**src/rtl/hilo_unit.sv**
```systemverilog
// -----------------------------------------------------------------------------
// hilo_unit
//
// Purpose:
//   Owns the architectural HI/LO register pair and the multi-cycle restoring
//   divider that feeds it. The write-back stage commits mthi/mtlo results
//   through the commit port. div/divu are issued here from execute, and the
//   pipeline stalls until the quotient and remainder are written into LO/HI.
//
// Configuration:
//   HILO_DIV_EN  defined   : divider, state machine and step counter built in.
//   HILO_DIV_EN  undefined : only the HI/LO registers and the commit path exist.
//                            The division inputs are accepted but ignored, and
//                            div_busy_o, div_done_o and stallreq_o are tied low.
//
// Parameters:
//   DIV_CYCLES    number of shift-subtract iterations (32 only)
//
// Ports:
//   clk           rising-edge clock
//   rst           asynchronous, active-low reset
//   we_i          write-back HI/LO commit enable
//   hi_i, lo_i    values committed to HI/LO when we_i is high
//   div_start_i   division request from execute (level, held while stalled)
//   div_signed_i  1 = signed div, 0 = divu (sampled with start)
//   div_annul_i   abort the division in flight
//   dividend_i    rs operand (sampled with start)
//   divisor_i     rt operand (sampled with start)
//   hi_o, lo_o    current HI/LO register contents
//   div_busy_o    divider is not idle
//   div_done_o    high for the single cycle in which the result is written
//   stallreq_o    pipeline stall request
// -----------------------------------------------------------------------------
module hilo_unit #(
  parameter int DIV_CYCLES = 32
) (
  input  logic        clk,
  input  logic        rst,
  input  logic        we_i,
  input  logic [31:0] hi_i,
  input  logic [31:0] lo_i,
  input  logic        div_start_i,
  input  logic        div_signed_i,
  input  logic        div_annul_i,
  input  logic [31:0] dividend_i,
  input  logic [31:0] divisor_i,
  output logic [31:0] hi_o,
  output logic [31:0] lo_o,
  output logic        div_busy_o,
  output logic        div_done_o,
  output logic        stallreq_o
);

  logic [31:0] hi_q, hi_d;
  logic [31:0] lo_q, lo_d;

`ifdef HILO_DIV_EN

  typedef enum logic [1:0] {
    ST_IDLE   = 2'd0,
    ST_ON     = 2'd1,
    ST_BYZERO = 2'd2,
    ST_END    = 2'd3
  } divState_e;

  // Counter value seen during the final iteration cycle.
  localparam logic [5:0] LastStep = 6'(DIV_CYCLES - 1);

  divState_e   state_q, state_d;
  logic [5:0]  cnt_q, cnt_d;
  logic [64:0] shift_q, shift_d;
  logic [31:0] divisor_q, divisor_d;
  logic        negQuot_q, negQuot_d;
  logic        negRem_q, negRem_d;

  logic        startOk;
  logic        dividendNeg, divisorNeg;
  logic [31:0] dividendMag, divisorMag;
  logic [32:0] partial, diff;
  logic        fits;
  logic [64:0] stepValue;
  logic [31:0] quotMag, remMag;
  logic [31:0] quotRes, remRes;
  logic        unusedRemTop;

  assign startOk = div_start_i & ~div_annul_i;

  // Operand preparation: the divider core only ever sees magnitudes. The sign
  // bits are reduced to two flags that say how to fix up the result at the end.
  // Negating 0x80000000 yields 0x80000000, which is the correct unsigned
  // magnitude of -2^31, so no special case is needed for the most negative value.
  always_comb begin
    dividendNeg = div_signed_i & dividend_i[31];
    divisorNeg  = div_signed_i & divisor_i[31];
    dividendMag = dividendNeg ? (~dividend_i + 32'd1) : dividend_i;
    divisorMag  = divisorNeg  ? (~divisor_i  + 32'd1) : divisor_i;
  end

  // One restoring step. The shift register is {remainder[32:0], quotient[31:0]}.
  // The whole register shifts left by one. The shifted partial remainder is
  // compared against the divisor at 33 bits. If it fits, the partial remainder
  // is replaced by the difference and a 1 is shifted into the quotient.
  // Otherwise the partial remainder is restored and a 0 is shifted in.
  always_comb begin
    partial   = shift_q[63:31];
    fits      = (partial >= {1'b0, divisor_q});
    diff      = partial - {1'b0, divisor_q};
    stepValue = fits ? {diff,    shift_q[30:0], 1'b1}
                     : {partial, shift_q[30:0], 1'b0};
  end

  // The remainder is always below the divisor, so bit 64 never carries
  // information once a step completes.
  assign unusedRemTop = shift_q[64];

  // Result fix-up: negate the quotient when the operand signs differed.
  // The remainder follows the sign of the dividend.
  always_comb begin
    quotMag = shift_q[31:0];
    remMag  = shift_q[63:32];
    quotRes = negQuot_q ? (~quotMag + 32'd1) : quotMag;
    remRes  = negRem_q  ? (~remMag  + 32'd1) : remMag;
  end

  // State register.
  always_ff @(posedge clk or negedge rst) begin
    if (!rst) begin
      state_q <= ST_IDLE;
    end else begin
      state_q <= state_d;
    end
  end

  // Next-state logic. A request is taken only in IDLE, so a start held high
  // while stalled cannot restart the divider. Annul is honoured only while
  // iterating.
  always_comb begin
    state_d = state_q;
    case (state_q)
      ST_IDLE: begin
        if (startOk) begin
          state_d = (divisor_i == 32'd0) ? ST_BYZERO : ST_ON;
        end
      end
      ST_ON: begin
        if (div_annul_i) begin
          state_d = ST_IDLE;
        end else if (cnt_q == LastStep) begin
          state_d = ST_END;
        end
      end
      ST_BYZERO: state_d = ST_END;
      ST_END:    state_d = ST_IDLE;
      default:   state_d = ST_IDLE;
    endcase
  end

  // Output decode. The stall drops in END so that the div leaves execute in the
  // same cycle that HI/LO are written. The request in IDLE stalls
  // combinationally so the instruction never slips past the issue cycle.
  always_comb begin
    div_busy_o = (state_q != ST_IDLE);
    div_done_o = (state_q == ST_END);
    stallreq_o = ((state_q == ST_IDLE) & startOk)
               | (state_q == ST_ON)
               | (state_q == ST_BYZERO);
  end

  // Datapath next-state. The operands are captured only on the accepted start
  // cycle. Any later change on the operand inputs is therefore invisible.
  always_comb begin
    cnt_d     = cnt_q;
    shift_d   = shift_q;
    divisor_d = divisor_q;
    negQuot_d = negQuot_q;
    negRem_d  = negRem_q;
    case (state_q)
      ST_IDLE: begin
        if (startOk) begin
          cnt_d     = 6'd0;
          shift_d   = {33'd0, dividendMag};
          divisor_d = divisorMag;
          negQuot_d = dividendNeg ^ divisorNeg;
          negRem_d  = dividendNeg;
        end
      end
      ST_ON: begin
        if (!div_annul_i) begin
          shift_d = stepValue;
          cnt_d   = cnt_q + 6'd1;
        end
      end
      ST_BYZERO: begin
        shift_d   = 65'd0;
        negQuot_d = 1'b0;
        negRem_d  = 1'b0;
      end
      default: begin
      end
    endcase
  end

  // Datapath registers.
  always_ff @(posedge clk or negedge rst) begin
    if (!rst) begin
      cnt_q     <= 6'd0;
      shift_q   <= 65'd0;
      divisor_q <= 32'd0;
      negQuot_q <= 1'b0;
      negRem_q  <= 1'b0;
    end else begin
      cnt_q     <= cnt_d;
      shift_q   <= shift_d;
      divisor_q <= divisor_d;
      negQuot_q <= negQuot_d;
      negRem_q  <= negRem_d;
    end
  end

  // HI/LO next value. The divider result takes priority over a write-back
  // commit in the same cycle. The write-back instruction is older than the div,
  // so its value is architecturally dead once the div retires.
  always_comb begin
    hi_d = hi_q;
    lo_d = lo_q;
    if (state_q == ST_END) begin
      hi_d = remRes;
      lo_d = quotRes;
    end else if (we_i) begin
      hi_d = hi_i;
      lo_d = lo_i;
    end
  end

`else

  // Divider compiled out: the division inputs are deliberately left unconnected
  // to any logic, and the status outputs never assert.
  localparam int unusedDivCycles = DIV_CYCLES;

  logic unusedDivInputs;
  assign unusedDivInputs = ^{div_start_i, div_signed_i, div_annul_i,
                             dividend_i, divisor_i};

  always_comb begin
    div_busy_o = 1'b0;
    div_done_o = 1'b0;
    stallreq_o = 1'b0;
  end

  // Commit path only.
  always_comb begin
    hi_d = hi_q;
    lo_d = lo_q;
    if (we_i) begin
      hi_d = hi_i;
      lo_d = lo_i;
    end
  end

`endif

  // Architectural HI/LO registers. The outputs come straight from these
  // registers. Any forwarding of newer values is done by the execute stage.
  always_ff @(posedge clk or negedge rst) begin
    if (!rst) begin
      hi_q <= 32'd0;
      lo_q <= 32'd0;
    end else begin
      hi_q <= hi_d;
      lo_q <= lo_d;
    end
  end

  assign hi_o = hi_q;
  assign lo_o = lo_q;

endmodule

```
**config.mk**
```make
export PLATFORM = sky130hd
export DESIGN_NAME = hilo_unit
export DESIGN_NICKNAME = d
export VERILOG_FILES = /design/src/rtl/hilo_unit.sv
export SDC_FILE = /design/constraint.sdc
export NUM_CORES = 1
export LEC_CHECK = 0
export CAP_MARGIN = 10
export CORE_MARGIN = 5
export CORE_UTILIZATION = 35
export CTS_CLUSTER_SIZE = 14
export DETAILED_ROUTE_END_ITERATION = 8
export MAX_ROUTING_LAYER = met4
export PLACE_DENSITY_LB_ADDON = 0.12
export SLEW_MARGIN = 10
export SYNTH_ARGS = -nofsm -noshare
export SYNTH_HDL_FRONTEND = slang
export SYNTH_SLANG_ARGS = --single-unit
```
**constraint.sdc**
```tcl
create_clock -name clk -period 2.25 [get_ports clk]
set_input_delay 0.45 -clock clk [delete_from_list [all_inputs] [get_ports clk]]
set_output_delay 0.45 -clock clk [all_outputs]
set_load 0.01 [all_outputs]
```
Yosys cells after proc, flatten, opt, wreduce, memory -nomap -nowiden. Index checks and enable logic that the tools add are counted.

Flip-flop bits (word level): 64. Bits of input ports: 134. Output and inout bits: 67. Word-level logic and storage cells: 2.

Depth between registers and ports, before layout.
Depth in word-level cells: 0. Depth in mapped cells: 3. Depth with buffers taken out: 1.

Least setup slack after synthesis. No wires, ideal clock.

Path kind: input to register. Start point: in we_i. End point: reg hi_q[10], in the netlist hi_o[10]. Setup time: 0.125 ns. Data arrival time: 1.056 ns. Data required time: 2.125 ns. Path slack: 1.069 ns. Stages: 3. Buffers on the path: 2. Path through: buf_6 -> buf_12 -> mux2_4.

RTL lines: start: declaration (RTL line 39) `input logic we_i,`; end signal: assignment (RTL line 270) `hi_q <= hi_d;`; end: declaration (RTL line 54) `logic [31:0] hi_q, hi_d;`.

No word-level cell between the ends.

Worst setup path in the final report.
Start point: reg hi_q[10], in the netlist hi_o[10]. End point: out hi_o[10].

RTL lines: end: declaration (RTL line 47) `output logic [31:0] hi_o,`.

No word-level cell between the ends.

==> reports/qor.csv <==
stage,metric,value,unit
worst_setup_path,startpoint_type,register,
routing,drt_iter0_markers,37,
cells_and_area,syn_to_final_growth,56.3,%
synthesis,synth_mux_area_share,35.0,%
sta,worst_slack,553,ps
die,fp.coreArea,0.00761,mm²
synthesis,synthesis.area,0.00271,mm²
clock_tree,path_clk_slew,70,ps
global_route,grt_max_degree,65,
routing,wl_met2,2610,µm
die,dieWidth,97.9,µm
place,place_hpwl,4160,µm
place,gp_congestion,0.671,
power,power,0.00295,W
routing,drcViolationCount,0,
sta,fin_setup_tns,0,ps
clock_tree,cts_setup_buffers,0,
sta,min_period,1700,ps
routing,firstDrtPassIters,2,
cells_and_area,fin_nets,409,
routing,dr.max_layer_used,met4,
cells_and_area,final_cell_mix,"128 x clkdlybuf4s50_1, 64 x dfrtp_1, 60 x mux2_4, 10 x clkbuf_8, 4 x mux2_2",
routing,vias,1646,
sta,fmax,589,MHz
routing,wirelength,5910,µm
worst_setup_path,cp_slowest_cell,clkdlybuf4s50_1,
worst_setup_path,cp_data_required_time,1800,ps
power,switching_share,23.2,%
global_route,grt_antenna_before_repair,0,
synthesis,synth.distinct_cells,7,
cells_and_area,final_core_util,55.6,%
power,power_density,698,mW/mm²
synthesis,ys_warn_count,0,
cells_and_area,final_layout_size_suffix_gt1_share,29.4,%
global_route,grt_pass1_vias,1776,
worst_setup_path,cp_slowest_stage_delay,560,ps
synthesis,avgSynthCellArea,19.5,µm²
power,seq_power_share,45.1,%
routing,wl_per_cell,15.5,µm
cells_and_area,final_cell_area,0.00423,mm²
sta,fin_crit_sh,75.4,%
clock_tree,htree_levels,3,
global_route,grt_util_all_layers,12.9,%
synthesis,synth_xor_area_share,0,%
routing,postRouteAntennaNets,0,
worst_setup_path,path_class,reg -> out,
flow_run,maxCapViolations,0,
place,dp_worst_setup_slack,855,ps
worst_setup_path,cp-endpoint,hi_o[10],
worst_setup_path,arrival,1250,ps
die,io_pins,201,
worst_setup_path,startpoint,hi_o[10],
hold_path,hp-class,in -> async,
clock_tree,cts_hold_buffers,0,
clock_tree,clk_path_buf_depth,2,
clock_tree,worstSkewPairLatency,320,ps
worst_setup_path,end_kind,output port,
power,p_comb_share,22.8,%
sta,rsz0062_at_grt,false,
sta,skew,0,ps
routing,drt-vias-per-instance,4.32,
synthesis,synth_compound_area_share,0,%
global_route,grt_pass1_wl,9300,µm
synthesis,synth_top_family_by_area,multiplexers,
die,num_rows,32,
clock_tree,cts_buffers,9,
status,outcome,completed,
worst_setup_path,crit_fanout,2,
sta,hold_violations,0,
place,io_buffers,130,
worst_setup_path,worstRegToRegCells,1,
place,dpl_cell_area,0.00404,mm²
worst_setup_path,cp_num_buf_inv,1,
worst_setup_path,cp_top_family,buffers and inverters,
die,die_h,97.9,µm
power,netSwitchingPower,0.000684,W
synthesis,synth-seq-area-share,59.2,%
cells_and_area,nFillCells,641,
worst_setup_path,r2r_start,hi_o[6],
worst_setup_path,crit_cells,1,
worst_setup_path,worstReg2RegEnd,hi_o[6],
cells_and_area,layout_commonest_cell,clkdlybuf4s50_1,
die,die-area,0.00959,mm²
power,p_int,0.00227,W
power,leakagePower,1.90,nW
sta,maxSlewViolCount,0,
worst_setup_path,path_cells,clkdlybuf4s50_1,
synthesis,synth_fa_ha_area_share,0,%
clock_tree,root_buffer,clkbuf_8,
clock_tree,cts_resized,0,
routing,met3WireLength,448,µm
cells_and_area,diodes,0,
die,start_util,35.6,%
routing,wl_met1,2760,µm
clock_tree,cts_tree,built,
synthesis,netlist_instances,139,
clock_tree,cts_sinks,64,
power,vdd_drop_max,346,µV
synthesis,ys_ff_latch,64,
synthesis,synth-simple-area-share,0,%
worst_setup_path,r2r_slack,1480,ps
sta,setup_violations,0,
power,clkPwrFrac,32.1,%
global_route,overflow,0,
## through the flow
step / cells / hold WS, ps
after global routing: 381 / 152
after detailed placement: 366 / 491
after floorplan: 141 / 154
after CTS: 381 / 131
after global placement: 366 / 490
final: 381 / 124
## power groups by stage
stage          logic [W]  clock network [W]  registers, W
2_1_floorplan   0.000240                  0       0.00140
3_3_place_gp    0.000680                  0       0.00135
3_5_place_dp    0.000683                  0       0.00135
4_1_cts         0.000686           0.000980       0.00133
5_1_grt         0.000713            0.00103       0.00134
6_report        0.000673           0.000947       0.00133
## flip-flops by register name, summed over array words and instances, names as in the netlist
| register | count |
|---|---|
| hi_o | 32 |
| lo_o | 32 |
## layer usage
layer,global-route usage [%],vias to the layer above
met5,-,-
met4,4.79,0
met3,4.14,8
met2,17.5,80
met1,17.9,808
li1,-,750
## logic make-up after synthesis
kind of cell  Yosys count
buf+inv                10
flops                  64
other cells             1
mux                    64
## how the worst min path moves through the flow
stage / to / slack (ps) / cells after the start
5_1_grt: lo_o[25] / 150 / 2
4_1_cts: lo_o[2] / 130 / 2
2_1_floorplan: hi_o[0] / 150 / 0
3_3_place_gp: lo_o[4] / 490 / 1
6_report: lo_o[2] / 120 / 2
3_5_place_dp: lo_o[2] / 490 / 2
## cells in the mapped netlist
| library cell | n | area (µm²) |
|---|---|---|
| buf_12 | 6 | 120 |
| buf_4 | 3 | 22.5 |
| buf_6 | 1 | 11.3 |
| conb_1 | 1 | 3.75 |
| dfrtp_1 | 64 | 1600 |
| mux2_2 | 4 | 45.0 |
| mux2_4 | 60 | 901 |
## area by class of cell
type,instances,area (µm²),area share (%)
sequential,64,1600,37.9
timing repair buffer,133,1350,32.0
multi-input combinational,67,957,22.6
clock buffer,12,145,3.43
tap,102,128,3.02
clock inverter,3,42.5,1.01
No activity file was read; power rests on OpenSTA's default activity.
